--- config.mk ---
export PLATFORM = sky130hd
export DESIGN_NAME = spi_packet_formatter_flat
export DESIGN_NICKNAME = d
export VERILOG_FILES = /design/src/rtl/spi_packet_formatter_if.sv /design/src/rtl/spi_packet_formatter.sv /design/src/flat_wrapper.sv
export SDC_FILE = /design/constraint.sdc
export NUM_CORES = 1
export LEC_CHECK = 0
export ABC_AREA = 1
export CAP_MARGIN = 30
export CORE_ASPECT_RATIO = 0.8
export CORE_MARGIN = 10
export CORE_UTILIZATION = 41
export DETAILED_ROUTE_END_ITERATION = 10
export PLACE_DENSITY_LB_ADDON = 0.08
export RECOVER_POWER = 50
export SYNTH_ARGS = -nofsm -noshare
export SYNTH_HDL_FRONTEND = slang
export SYNTH_SLANG_ARGS = --single-unit
--- constraint.sdc ---
create_clock -name clk -period 3.6 [get_ports clk]
set_input_delay 0.36 -clock clk [delete_from_list [all_inputs] [get_ports clk]]
set_output_delay 0.36 -clock clk [all_outputs]
set_load 0.01 [all_outputs]
--- src/rtl/spi_packet_formatter_if.sv ---
// Sample-input and byte-handshake bundle between the packet formatter and its neighbours.
// The formatter attaches as slave; the sensor/SPI-slave side attaches as master.
interface spi_packet_formatter_if #(
    parameter int NUM_WORDS = 3
);
    logic                      sample_valid;
    logic [16*NUM_WORDS-1:0]   sample_data;
    logic                      data_ready;
    logic [7:0]                tx_data;
    logic                      tx_ack;
    logic                      busy;
    logic [7:0]                drop_count;

    modport master (
        output sample_valid, sample_data, tx_ack,
        input  data_ready, tx_data, busy, drop_count
    );

    modport slave (
        input  sample_valid, sample_data, tx_ack,
        output data_ready, tx_data, busy, drop_count
    );
endinterface

--- src/rtl/spi_packet_formatter.sv ---
// Frames multi-word sensor samples as header/payload/checksum byte packets for the SPI slave.
// Defining SPI_PKT_SEQ_EN inserts a wrapping sequence byte right after the header.
module spi_packet_formatter #(
    parameter int         NUM_WORDS = 3,
    parameter logic [7:0] HEADER    = 8'hAA
) (
    input logic                  clk,
    input logic                  rst_n,
    spi_packet_formatter_if.slave bus
);
`ifdef SPI_PKT_SEQ_EN
    localparam int HDR_LEN = 2;
`else
    localparam int HDR_LEN = 1;
`endif
    localparam int DATA_W  = 16 * NUM_WORDS;
    localparam int PKT_LEN = HDR_LEN + 2 * NUM_WORDS + 1;
    localparam int IDX_W   = $clog2(PKT_LEN);
    localparam logic [IDX_W-1:0] LAST_IDX      = IDX_W'(PKT_LEN - 1);
    localparam logic [IDX_W-1:0] FIRST_PAYLOAD = IDX_W'(HDR_LEN);

    typedef enum logic [1:0] {IDLE, LOAD, SEND} state_t;

    state_t            state, next_state;
    logic [DATA_W-1:0] pending_data, active_data;
    logic              pending_valid;
    logic [IDX_W-1:0]  byte_idx, next_idx, payload_pos;
    logic [7:0]        checksum, payload_byte, next_byte;
    logic              data_ready_q;
    logic [7:0]        tx_data_q, drop_count_q;
    logic              ack_accept, final_ack, drop;
`ifdef SPI_PKT_SEQ_EN
    logic [7:0]        seq_num;
`endif

    // The LOAD cycle empties pending, so a strobe there is a refill, not an overwrite.
    assign ack_accept = (state == SEND) && bus.tx_ack;
    assign final_ack  = ack_accept && (byte_idx == LAST_IDX);
    assign drop       = bus.sample_valid && pending_valid && (state != LOAD);

    always_ff @(posedge clk or negedge rst_n) begin
        if (!rst_n) begin
            state <= IDLE;
        end else begin
            state <= next_state;
        end
    end

    always_comb begin
        next_state = state;
        unique case (state)
            IDLE:    if (pending_valid) next_state = LOAD;
            LOAD:    next_state = SEND;
            SEND:    if (final_ack) next_state = IDLE;
            default: next_state = IDLE;
        endcase
    end

    always_comb begin
        next_idx     = byte_idx + IDX_W'(1);
        payload_pos  = next_idx - FIRST_PAYLOAD;
        payload_byte = 8'h00;
        for (int k = 0; k < NUM_WORDS; k++) begin
            if (payload_pos == IDX_W'(2 * k))     payload_byte = active_data[16*k+8 +: 8];
            if (payload_pos == IDX_W'(2 * k + 1)) payload_byte = active_data[16*k +: 8];
        end
        next_byte = payload_byte;
        if (next_idx == LAST_IDX) next_byte = checksum;
`ifdef SPI_PKT_SEQ_EN
        if (next_idx == IDX_W'(1)) next_byte = seq_num;
`endif
    end

    always_ff @(posedge clk or negedge rst_n) begin
        if (!rst_n) begin
            pending_data  <= '0;
            pending_valid <= 1'b0;
            drop_count_q  <= 8'h00;
        end else begin
            if (bus.sample_valid) begin
                pending_data  <= bus.sample_data;
                pending_valid <= 1'b1;
            end else if (state == LOAD) begin
                pending_valid <= 1'b0;
            end
            if (drop && (drop_count_q != 8'hFF)) drop_count_q <= drop_count_q + 8'h01;
        end
    end

    // The checksum byte itself is never folded back into the running sum.
    always_ff @(posedge clk or negedge rst_n) begin
        if (!rst_n) begin
            active_data  <= '0;
            byte_idx     <= '0;
            checksum     <= 8'h00;
            tx_data_q    <= 8'h00;
            data_ready_q <= 1'b0;
        end else if (state == LOAD) begin
            active_data  <= pending_data;
            byte_idx     <= '0;
            checksum     <= HEADER;
            tx_data_q    <= HEADER;
            data_ready_q <= 1'b1;
        end else if (ack_accept) begin
            if (final_ack) begin
                data_ready_q <= 1'b0;
            end else begin
                byte_idx  <= next_idx;
                tx_data_q <= next_byte;
                if (next_idx != LAST_IDX) checksum <= checksum + next_byte;
            end
        end
    end

`ifdef SPI_PKT_SEQ_EN
    always_ff @(posedge clk or negedge rst_n) begin
        if (!rst_n) begin
            seq_num <= 8'h00;
        end else if (final_ack) begin
            seq_num <= seq_num + 8'h01;
        end
    end
`endif

    assign bus.data_ready = data_ready_q;
    assign bus.tx_data    = tx_data_q;
    assign bus.drop_count = drop_count_q;
    assign bus.busy       = (state != IDLE) || pending_valid;
endmodule

--- src/flat_wrapper.sv ---
// flat-port wrapper written by rule: the top's interface ports become plain ports
module spi_packet_formatter_flat 
#(
    parameter int         NUM_WORDS = 3,
    parameter logic [7:0] HEADER    = 8'hAA
)
  (clk, rst_n, bus_sample_valid, bus_sample_data, bus_tx_ack, bus_data_ready, bus_tx_data, bus_busy, bus_drop_count);
  spi_packet_formatter_if #(.NUM_WORDS(NUM_WORDS)) bus_i ();
  input logic clk;
  input logic rst_n;
  input wire logic [$bits(bus_i.sample_valid)-1:0] bus_sample_valid;
  input wire logic [$bits(bus_i.sample_data)-1:0] bus_sample_data;
  input wire logic [$bits(bus_i.tx_ack)-1:0] bus_tx_ack;
  output wire logic [$bits(bus_i.data_ready)-1:0] bus_data_ready;
  output wire logic [$bits(bus_i.tx_data)-1:0] bus_tx_data;
  output wire logic [$bits(bus_i.busy)-1:0] bus_busy;
  output wire logic [$bits(bus_i.drop_count)-1:0] bus_drop_count;
  assign bus_i.sample_valid = bus_sample_valid;
  assign bus_i.sample_data = bus_sample_data;
  assign bus_i.tx_ack = bus_tx_ack;
  assign bus_data_ready = bus_i.data_ready;
  assign bus_tx_data = bus_i.tx_data;
  assign bus_busy = bus_i.busy;
  assign bus_drop_count = bus_i.drop_count;
  spi_packet_formatter #(.NUM_WORDS(NUM_WORDS), .HEADER(HEADER)) u_core (.clk(clk), .rst_n(rst_n), .bus(bus_i));
endmodule
---- After elaboration in Yosys (flattened, before gate mapping) ----
Index checks and enable logic that the tools add are counted.
storage, ports and cells
  word-level logic and storage cells ...... 70
  flip-flop bits (word level) ............. 127
  output and inout bits ................... 18
operators by class
  equal/unequal tests ..................... 15
  add/subtract/negate cells ............... 4
  mux-type cells .......................... 25
  reductions and logical operators ........ 17
operator list
  kind                                                                 count
  8-bit 2-to-1 mux                                                     14
  3-bit == test (second input constant)                                4
  2-bit nonzero test                                                   5
  3-bit 2-to-1 mux                                                     3
  8-bit by 1-bit adder with 8-bit output (second input constant)       1
  8-bit adder                                                          1
  8-bit != test (second input constant)                                1
  3-bit by 2-bit == test with 1-bit output (second input constant)     2
  2-bit by 1-bit != test with 1-bit output (second input constant)     3
  2-bit case mux with 3 select lines                                   1
  2-bit AND reduction                                                  3
  1-bit logical AND                                                    5
  1-bit 2-to-1 mux                                                     5
  2-bit 2-to-1 mux                                                     2
  3-bit by 1-bit adder with 3-bit output (second input constant)       1
  3-bit by 1-bit == test with 1-bit output (second input constant)     1
  3-bit logical NOT                                                    1
  3-bit != test (second input constant)                                1
  3-bit AND reduction                                                  1
  3-bit by 1-bit subtractor with 3-bit output (second input constant)  1
  2-bit by 1-bit == test with 1-bit output (second input constant)     1
  2-bit == test (second input constant)                                1
  2-bit logical NOT                                                    1
  2-bit != test (second input constant)                                1
  1-bit logical OR                                                     1

---- Logic depth before layout (Yosys ltp) ----
Gate-level depths: netlist (run 1).
  depth in word-level cells ............... 15
  depth in mapped cells ................... 25
  gate-level depth less buffers ........... 25

---- Worst setup path after synthesis (run 1) ----
OpenSTA, ideal clock, no wires.
  kind .................................... register -> register
  start ................................... register u_core.byte_idx[0]
  end ..................................... register u_core.checksum[6]
  path buffers ............................ 1
  arrival ................................. 3045 ps
  data required time ...................... 3470 ps
  period minus slack after synthesis ...... 3175 ps
  cell stages (with the launch flop) ...... 20
  path slack .............................. 425 ps
  cell sequence ........................... dfrtp_1 -> ha_1 -> ha_1 -> inv_2 -> nand2_4 -> nand2_8 -> nand2_4 -> buf_6 -> o211ai_1 -> nand3_1 -> nand2_1 -> a21boi_1 -> ha_1 -> fa_1 -> a31oi_1 -> nor2_1 -> o21ai_0 -> nand2_1 -> xnor2_1 -> o22ai_1
between the ends
  word-level cells in the longest chain between the ends .. 15
  elaborated cells between the ends (all ways) .. 27
  those cells by class .................... add/sub (3); eq/ne (9); mux (11); reduce/logical (4)
ends and longest elaborated chain
  element                                      RTL line                     source
  from (decl)                                  spi_packet_formatter.sv:27   logic [IDX_W-1:0] byte_idx, next_idx, payload_pos;
  from (signal assigned)                       spi_packet_formatter.sv:108  byte_idx <= next_idx;
  3-bit by 1-bit adder with 3-bit output       spi_packet_formatter.sv:60   next_idx = byte_idx + IDX_W'(1);
  3-bit by 1-bit subtractor with 3-bit output  spi_packet_formatter.sv:61   payload_pos = next_idx - FIRST_PAYLOAD;
  3-bit logical NOT                            spi_packet_formatter.sv:64   if (payload_pos == IDX_W'(2 * k)) payload_byte = active_data[16*k+8 +: 8];
  8-bit 2-to-1 mux                             spi_packet_formatter.sv:64
  8-bit 2-to-1 mux                             spi_packet_formatter.sv:65   if (payload_pos == IDX_W'(2 * k + 1)) payload_byte = active_data[16*k +: 8];
  8-bit 2-to-1 mux                             spi_packet_formatter.sv:64
  8-bit 2-to-1 mux                             spi_packet_formatter.sv:65
  8-bit 2-to-1 mux                             spi_packet_formatter.sv:64
  8-bit 2-to-1 mux                             spi_packet_formatter.sv:65
  8-bit 2-to-1 mux                             spi_packet_formatter.sv:68   if (next_idx == LAST_IDX) next_byte = checksum;
  8-bit adder                                  spi_packet_formatter.sv:110  if (next_idx != LAST_IDX) checksum <= checksum + next_byte;
  8-bit 2-to-1 mux                             spi_packet_formatter.sv:110
  8-bit 2-to-1 mux                             spi_packet_formatter.sv:105  if (final_ack) begin
  8-bit 2-to-1 mux                             spi_packet_formatter.sv:104  end else if (ack_accept) begin
  8-bit 2-to-1 mux                             spi_packet_formatter.sv:98   end else if (state == LOAD) begin
  to (signal assigned)                         spi_packet_formatter.sv:110
  to (decl)                                    spi_packet_formatter.sv:28   logic [7:0] checksum, payload_byte, next_byte;
Parallel ways exist; a longest one is shown, timed or not. The select of a mux whose other input is x is not followed.
A chain may end at the register's enable or synchronous reset.

---- Final worst setup path (run 1) ----
Same ends and word-level chain as after synthesis.

==> results.toml, run 1 <==
[status]
outcome = "complete, but fails checks"
violations = "max-capacitance violations, max-slew violations"

[placement]
pre_cts_slack_ns = 0.03524
io_buffers = 69
detailed_place_hpwl_um = 10120
globalplace.congestion = 0.9125

[floorplan]
die_h_um = 127.6
core_um2 = 14250
initial_core_util_pct = 41.61
die_x_um = 154.4
dieArea_um2 = 19700
io_pins = 70
core.rowCount = 39

[route]
first_pass_iters = 5
drc_errors = 0
drtIter0Drc = 256
antenna_left = 0
vias = 4452
drt_wl_total_um = 14070
wl_per_cell_um = 14.92
vias_per_cell = 4.721

[sta]
setup_slack_ns = 0.2380
hold_ws_ns = 0.4678
slew_viol_final = 124
min_period_ns = 3.362
relSlewSlack_pct = -78.24
setup_viol = 0
fin_crit_sh_pct = 93.39
fin_skew_ns = 0.005917
worstMarginPinSlew_ns = 2.674
finalHoldViolCount = 0
max_freq_ghz = 0.2974

[global_routing]
grt_util_all_layers_pct = 15.02
gr-usage-met3_pct = 4.863
gr-total-overflow = 0
grt_max_degree = 97
grt_pass1_wl_um = 23780
met1_usage_pct = 21.05
met2_usage_pct = 21.16
busiest_layer = "met2"
antenna_found_initial = 0
grt_pass1_vias = 4595

[synth]
synth.area.top_cells = "dfrtp_1, nand2_1, o21ai_0"
netlist_area_um2 = 5928
synthAdderAreaFrac_pct = 3.504
synth_flop_cell = "dfrtp_1"
synthMuxAreaShare_pct = 0.1900
synth_xor_area_share_pct = 1.625
synth_edf_count = 0
synthSimpleGateAreaFrac_pct = 21.30
yosysSeqAreaShare_pct = 53.61
synth.most_common_cell = "nand2_1"
async_flop_share_pct = 100.0
yosys_warnings = 0
avgSynthCellArea_um2 = 8.782
synth_top_area_share_pct = 53.61
synth_common_cells = "nand2_1, dfrtp_1, o21ai_0"
syn-num-nets = 743
synth_seq_cells = 127
yosysTopAreaCell = "dfrtp_1"
syn_inst = 675
synth_compound_area_share_pct = 11.71
synth_top_family_by_area = "simple AND/OR/NAND/NOR gates"
ys_types = 40

[run]
maxCapViolations = 2

[cts]
clock_latency_ns = 0.43
htreeDepth = 4
cts-root-buf = "clkbuf_16"
cts_tree = "built"
numClockSinks = 127
cts_buffer_depth = 2
path_clk_slew_ns = 0.06
numCtsBuffers = 17

[power]
ir_drop_uv = 441.2
p_leak_nw = 3.575
power_density_nw_per_um2 = 898.0

[worst_setup_path]
worst_setup_path_end_kind = "flip-flop"
cp.arrival_ns = 3.65
crit_type = "flip-flop to flip-flop"
critPathLaunchType = "flip-flop"
critPathRequiredTime_ns = 3.89
path_max_fanout = 9

[finish]
final_nets = 814
fin_util_pct = 52.27
drive_gt1_share_pct = 9.881
fillers = 1332
antennaDiodeCount = 0
area.growth.synth_to_final_pct = 25.64

[worst_hold_path]
hp-class = "flip-flop to flip-flop"
[state kept, by name (all words and copies together) (netlist names)]
| name | count |
|---|---|
| u_core.bus.data_ready | 1 |
| u_core.bus.drop_count | 8 |
| u_core.active_data | 48 |
| u_core.state | 2 |
| u_core.byte_idx | 3 |
| u_core.checksum | 8 |
| u_core.bus.tx_data | 8 |
| u_core.pending_valid | 1 |
| u_core.pending_data | 48 |
[area by class of cell]
type                       count  area, um^2  share of cell area (%)
inverter                      95       374.1                   5.023
multi-input combinational    429        2291                   30.76
tap                          184       230.2                   3.091
sequential                   127        3181                   42.70
timing repair buffer          76       733.2                   9.844
clock inverter                13       186.4                   2.503
clock buffer                  19       452.9                   6.081
[worst paths after layout]
path / start / end / slack (ns) / depth (start not counted)
worst max-delay path: u_core.byte_idx[0] / u_core.checksum[6] / 0.24 / 21
worst min-delay path: u_core.state[0] / u_core.state[0] / 0.47 / 1
worst max register to register: u_core.byte_idx[0] / u_core.checksum[6] / 0.24 / 21
worst min register to register: u_core.state[0] / u_core.state[0] / 0.47 / 1
max in group asynchronous: rst_n / u_core.active_data[44] / 0.64 / 3
min in group asynchronous: rst_n / u_core.bus.drop_count[0] / 1.22 / 2
[cell families (layout without fill, tap and decap cells)]
logic type,after synthesis,after routing
and+or+nand+nor,272,272
adders and majority gates,16,16
buffers and inverters,119,203
AOI/OAI and AO/OA,129,129
DFF,127,127
xor gates and xnor gates,11,11
muxes,1,1
[where the power goes]
group          internal (mW)  total, mW  switching (mW)
Sequential              1.85       2.14           0.297
Combinational           1.05       2.69            1.64
Clock                   1.20       1.85           0.656
[metal layers]
layer,part of all wire (%),routed length (um),up-vias
met5,0,0,-
met2,41,5773,86
li1,-,-,2289
met4,1.4,195,0
met1,52,7316,2057
met3,5.6,783,20
[through the flow]
step	setup TNS [ns]	total power [mW]	std cells	cell area, um^2
global placement	0	4.761	909	6788
floorplan	0	3.983	675	5928
detailed placement	0	4.799	909	6788
global route	-0.006817	7.215	943	7448
CTS	0	6.685	942	7437
finish	0	6.689	943	7448
[cell usage in the layout, fill, tap and decap left out, types with 2 or more instances in the layout]
master           instances
ha_2                     2
a21oi_1                  3
a21boi_1                 4
clkbuf_16               17
bufinv_16                4
nand3_1                 45
clkinv_2                 2
clkbuf_8                 2
nand4_1                  4
nand2_8                  3
clkbuf_1                 3
clkdlybuf4s50_1         65
clkinv_4                 3
nor2_1                  12
inv_2                    4
buf_4                    4
inv_1                   89
dfrtp_1                125
o22ai_1                  5
ha_1                    12
clkinvlp_4               4
nand2_1                188
dlygate4sd3_1            3
o21ai_0                106
xor2_1                   7
o211ai_1                 5
or2_2                    6
nand2_2                  4
dfrtp_2                  2
a21oi_2                  2
nand2_4                  2
xnor2_1                  4
nor2_8                   3
[repair_timing]
item | CTS | global route
hold endpoints to repair | 41 | 0
hold buffers | 1 | 0
resized for setup | 0 | 7
buffers inserted | 0 | 1
setup endpoints to repair | 0 | 3
[worst max-delay path, cell delays in order, from the launching register on]
cell      delay, ns
dfrtp_2        0.44
ha_2           0.23
ha_4           0.29
inv_2          0.05
nand2_4        0.07
nand2_8        0.11
inv_12         0.13
nor2_8         0.05
nand3_1        0.08
nand3_1        0.08
o211ai_1       0.09
nand3_1        0.10
nand2_1        0.11
a21boi_1       0.08
ha_1           0.22
fa_2           0.38
a31oi_2        0.21
nor2_1         0.06
o21ai_0        0.13
nand2_1        0.08
xnor2_1        0.15
o22ai_1        0.08
Power figures use the tool's default switching activity.
==> run 2: changes to the inputs <==
--- a/config.mk
+++ b/config.mk
@@ -6,13 +6,14 @@
 export NUM_CORES = 1
 export LEC_CHECK = 0
 export ABC_AREA = 1
+export ABC_CLOCK_PERIOD_IN_PS = 3600
 export CAP_MARGIN = 30
 export CORE_ASPECT_RATIO = 0.8
 export CORE_MARGIN = 10
 export CORE_UTILIZATION = 41
 export DETAILED_ROUTE_END_ITERATION = 10
+export GPL_TIMING_DRIVEN = 0
 export PLACE_DENSITY_LB_ADDON = 0.08
-export RECOVER_POWER = 50
 export SYNTH_ARGS = -nofsm -noshare
 export SYNTH_HDL_FRONTEND = slang
 export SYNTH_SLANG_ARGS = --single-unit
==> run 2 against run 1 <==
  * The run now ends clean
  * Largest cell class unchanged
  * Count of clock-buffer cells in the layout is 8 higher
  * Fmax is 0.41% lower
  * Critical endpoint unchanged
  * Final cell count is 2.5% higher
  * Via count is 4.7% higher
  * Largest power group unchanged
  * Critical path depth is 1 lower
==> results.toml, run 2 (synthesized netlist as in run 1, its figures left out) <==
[global_routing]
antenna_found_initial = 0
grt_pass1_vias = 4771
gr-total-overflow = 0
grt_max_degree = 101
grt_util_all_layers_pct = 15.36
grt_pass1_wl_um = 24460

[worst_setup_path]
path_depth = 20
r2r_cells = 20
path_max_fanout = 10
critPathLaunchType = "flip-flop"
startpoint = "u_core.byte_idx[0]"
crit_type = "flip-flop to flip-flop"
worst_setup_path_end_kind = "flip-flop"
regToRegStartpoint = "u_core.byte_idx[0]"
r2r_slack_ns = 0.22
cp.arrival_ns = 3.66
slowest_delay_ns = 0.45
r2r_end = "u_core.checksum[6]"
crit_end = "u_core.checksum[6]"
cp_cell_sequence = "ha_2, ha_4, inv_2, nand2_4, nand2_8, nand2_4, buf_6, nand3_1, o211ai_1, nand3_1, nand2_1, a21boi_1, ha_1, fa_2, a31oi_4, nor2_1, o21ai_0, nand2_1, xnor2_1, o22ai_1"
worst-path-buf-inv = 2
critPathTopFamily = "adder cells"
critPathRequiredTime_ns = 3.88
cp_slowest_cell = "dfrtp_2"

[sta]
setup_slack_ns = 0.2241
min_period_ns = 3.376
hold_ws_ns = 0.3825
max_freq_ghz = 0.2962
setup_viol = 0
setup_tns_ns = 0
fin_skew_ns = 0.007481
relSlewSlack_pct = 60.81
finalHoldViolCount = 0
fin_crit_sh_pct = 93.78
worstMarginPinSlew_ns = 0.5878
slew_viol_final = 0

[finish]
layout.area.seq_um2 = 3181
area.growth.synth_to_final_pct = 27.25
layout_commonest_cell = "nand2_1"
reg.largest.list = "u_core.active_data x48, u_core.pending_data x48"
fillers = 1321
multi_input_area_um2 = 2310
final_cell_mix = "nand2_1, dfrtp_1, o21ai_0"
antennaDiodeCount = 0
drive_gt1_share_pct = 9.962
final_nets = 838

[floorplan]
initial_core_util_pct = 41.61
io_pins = 70
core_um2 = 14250
dieArea_um2 = 19700
die_h_um = 127.6
core.rowCount = 39
die_x_um = 154.4

[power]
ir_drop_uv = 465.8
intPower_mw = 4.055
switching_share_pct = 38.78
p_clk_share_pct = 24.5
power_density_nw_per_um2 = 878.0
combinationalPowerShare_pct = 43.1
power.switching_mw = 2.568
p_seq_share_pct = 32.4
p_leak_nw = 3.615

[cts]
numClockSinks = 127
cts_buffer_depth = 2
htreeDepth = 4
cts_tree = "built"
clock_latency_ns = 0.41
cts-root-buf = "clkbuf_16"
numCtsBuffers = 17
path_clk_slew_ns = 0.05

[route]
antenna_left = 0
drt_wl_total_um = 14460
wl_per_cell_um = 14.95
first_pass_iters = 6
drtIter0Drc = 332
vias = 4660
drc_errors = 0
vias_per_cell = 4.819

[worst_hold_path]
hp-class = "primary input to asynchronous set/reset pin"

[placement]
detailed_place_hpwl_um = 10650
globalplace.congestion = 0.8881
pre_cts_slack_ns = -0.01994
io_buffers = 69

[run]
maxCapViolations = 0

[status]
outcome = "complete, no violations"
## run 2: cell types whose count changed in the layout (fill, tap and decap cells not counted), sizes merged
cell	delta
clkdlybuf4s50	+3
clkinv	-1
dlygate4sd3	-2
clkbuf	+23
inv	-1
clkinvlp	-3
bufinv	-3
buf	+8
## run 2: layer usage
metal / wire length [um] / part of all wire, % / track usage (%)
met2: 6115 / 42 / 22.04
met4: 210 / 1.5 / 5.713
met3: 817 / 5.7 / 4.695
met5: 0 / 0 / 0
met1: 7313 / 51 / 21.30
## run 2: how the worst min path moves through the flow
stage                     cells past startpoint                       end
after floorplan                               0     u_core.active_data[0]
after global placement                        1           u_core.state[0]
after detailed placement                      1  u_core.bus.drop_count[4]
after CTS                                     2  u_core.bus.drop_count[4]
after global routing                          2  u_core.bus.drop_count[1]
final                                         2  u_core.bus.drop_count[1]
## run 2: cell type report
type                    instances  area share (%)
flip-flops and latches        127           42.16
inverters                      95           4.959
repair buffers                 76           10.33
clock inverters                 5          0.6966
clock buffers                  27           6.800
plain buffers                  24           1.377
well taps                     184           3.052
multi-input cells             429           30.62
## run 2: through the flow
| stage | instance area (um^2) | power (mW) | std cells | utilization [%] |
|---|---|---|---|---|
| after global placement | 6849 | 4.734 | 928 | 48.07 |
| after floorplan | 5928 | 3.983 | 675 | - |
| final | 7543 | 6.623 | 967 | 52.94 |
| after CTS | 7461 | 6.491 | 962 | 52.36 |
| after global routing | 7543 | 7.165 | 967 | 52.94 |
| after detailed placement | 6878 | 4.804 | 929 | 48.27 |
## run 2: worst reg2reg max path, delay by kind of cell (launching register included)
family,cells,cell delay [ns]
xor+xnor,1,0.14
compound gates,5,0.59
simple gates,8,0.72
fa+ha+maj,4,1.15
buf+inv,2,0.19
flops,1,0.45
## run 2: power by group through the flow
stage	logic (mW)	registers [mW]	clock network [mW]
2_1_floorplan	1.90	2.09	0
4_1_cts	2.69	2.14	1.66
5_1_grt	3.25	2.19	1.72
3_5_place_dp	2.65	2.15	0
3_3_place_gp	2.59	2.14	0
6_report	2.86	2.14	1.62
## run 2: timing repair
item                                    4_1_cts  5_1_grt
gates resized for setup                       2        7
hold buffers                                  1        0
setup buffers                                 0        5
endpoints found under the setup margin        1        3
hold endpoints to repair                     27        0
pin swaps                                     0        3
==> run 3: changes to the inputs <==
--- a/config.mk
+++ b/config.mk
@@ -11,9 +11,10 @@
 export CORE_ASPECT_RATIO = 0.8
 export CORE_MARGIN = 10
 export CORE_UTILIZATION = 41
+export CTS_BUF_LIST = sky130_fd_sc_hd__clkbuf_8
 export DETAILED_ROUTE_END_ITERATION = 10
 export GPL_TIMING_DRIVEN = 0
-export PLACE_DENSITY_LB_ADDON = 0.08
+export PLACE_DENSITY = 0.64
 export SYNTH_ARGS = -nofsm -noshare
 export SYNTH_HDL_FRONTEND = slang
 export SYNTH_SLANG_ARGS = --single-unit
==> run 3 against run 2 <==
  * Routed wire length shrank 4.7%
  * First-iteration DRC count is 14% lower
  * Cell area down 3.4%
  * Total power fell by 11%
  * Setup slack improved by 0.062 ns
  * Fmax is 1.9% higher
  * Critical endpoint is now u_core.checksum[7]
==> results.toml, run 3 (synthesized netlist as in run 1, its figures left out) <==
[status]
outcome = "complete, no violations"

[floorplan]
die_h_um = 127.6
dieArea_um2 = 19700
core.rowCount = 39
initial_core_util_pct = 41.61
io_pins = 70
die_x_um = 154.4
core_um2 = 14250

[worst_setup_path]
path_max_fanout = 8
crit_type = "flip-flop to flip-flop"
cp_slowest_cell = "dfrtp_2"
slowest_delay_ns = 0.45
worst_setup_path_end_kind = "flip-flop"
worst-path-buf-inv = 7
critPathRequiredTime_ns = 3.93
cp.arrival_ns = 3.65
critPathTopFamily = "adder cells"
cpMostUsedCell = "inv_1"
critPathLaunchType = "flip-flop"
cp_cell_sequence = "ha_2, ha_4, inv_2, nand2_4, nand2_8, buf_4, nor2_8, inv_1, o21ai_0, inv_1, nand2_1, a21boi_1, ha_1, inv_1, o21ai_0, a221oi_1, and2_1, inv_1, nand2_1, nand3_1, nand2_1, inv_1"

[route]
vias = 4649
drtIter0Drc = 286
vias_per_cell = 4.823
drc_errors = 0
wl_per_cell_um = 14.29
first_pass_iters = 5
drt_wl_total_um = 13770
antenna_left = 0

[power]
ir_drop_uv = 317.2
p_leak_nw = 3.512
power_density_nw_per_um2 = 810.6

[global_routing]
met1_usage_pct = 20.32
gr-total-overflow = 0
busiest_layer = "met2"
gr-usage-met3_pct = 4.997
grt_pass1_wl_um = 23470
antenna_found_initial = 0
grt_pass1_vias = 4744
grt_max_degree = 66
met2_usage_pct = 20.93
grt_util_all_layers_pct = 14.62

[sta]
relSlewSlack_pct = 57.89
hold_ws_ns = 0.4623
finalHoldViolCount = 0
max_freq_ghz = 0.3018
fin_crit_sh_pct = 92.04
worstMarginPinSlew_ns = 0.6316
setup_slack_ns = 0.2865
setup_viol = 0
slew_viol_final = 0
min_period_ns = 3.314
fin_skew_ns = 0.006754
rsz0062_at_grt = "no"

[finish]
final_cell_mix = "nand2_1, dfrtp_1, o21ai_0"
layout_commonest_cell = "nand2_1"
antennaDiodeCount = 0
layoutNonFillerInstCount = 964
final_nets = 837
drive_gt1_share_pct = 9.615
reg.largest.list = "u_core.active_data x48, u_core.pending_data x48"
area.growth.synth_to_final_pct = 22.96

[cts]
numCtsBuffers = 17
cts_buffer_depth = 2
cts_tree = "built"
cts-root-buf = "clkbuf_8"
htreeDepth = 4
numClockSinks = 127
clock_latency_ns = 0.43
path_clk_slew_ns = 0.07

[placement]
globalplace.congestion = 0.8405
pre_cts_slack_ns = 0.06877
detailed_place_hpwl_um = 10390
io_buffers = 69
dp_cells = 929

[run]
maxCapViolations = 0

[worst_hold_path]
hp-class = "flip-flop to flip-flop"
run 3: changes by cell type in the layout (fill, tap and decap cells not counted), sizes merged:
cell,previous run,this run
bufinv,1,0
buf,13,12
clkinvlp,1,2
clkbuf,45,39
clkinv,4,5
inv,94,97
run 3: final timing paths:
path	from	to	slack, ns	depth (start not counted)
max	u_core.byte_idx[0]	u_core.checksum[7]	0.29	22
min	u_core.state[0]	u_core.state[0]	0.46	1
max reg2reg	u_core.byte_idx[0]	u_core.checksum[7]	0.29	22
min reg2reg	u_core.state[0]	u_core.state[0]	0.46	1
max in group asynchronous	rst_n	u_core.pending_data[19]	2.42	3
min in group asynchronous	rst_n	u_core.bus.data_ready	0.47	2
run 3: layout make-up:
| type | instances | area, um^2 |
|---|---|---|
| timing repair buffer | 75 | 759.5 |
| buffer | 24 | 103.9 |
| tap | 184 | 230.2 |
| clock buffer | 21 | 289.0 |
| sequential | 127 | 3179 |
| clock inverter | 9 | 46.29 |
| inverter | 95 | 374.1 |
| fill | 1338 | 6959 |
| multi-input combinational | 429 | 2307 |
run 3: layer usage:
layer	wire, um	vias to the layer above
met1	6778	2183
li1	-	2337
met2	5922	116
met3	936	13
met5	0	-
met4	135	0
run 3: power by group:
group / switching, mW / internal (mW) / total, mW
Combinational: 1.63 / 1.10 / 2.73
Clock: 0.523 / 0.528 / 1.05
Sequential: 0.281 / 1.84 / 2.12
run 3: what timing repair did:
item                       4_1_cts  5_1_grt
gates resized for setup          0        7
hold buffers                     1        0
buffers inserted                 0        4
hold endpoints to repair        62        0
setup endpoints to repair        0        3
run 3: metrics by stage:
step / instance area (um^2) / utilization, % / power (mW) / TNS [ns]
floorplan: 5928 / - / 3.983 / 0
global placement: 6849 / 48.07 / 4.673 / -327.18
detailed placement: 6878 / 48.27 / 4.751 / 0
CTS: 7223 / 50.69 / 5.831 / 0
global route: 7289 / 51.16 / 6.432 / 0
finish: 7289 / 51.16 / 5.909 / 0
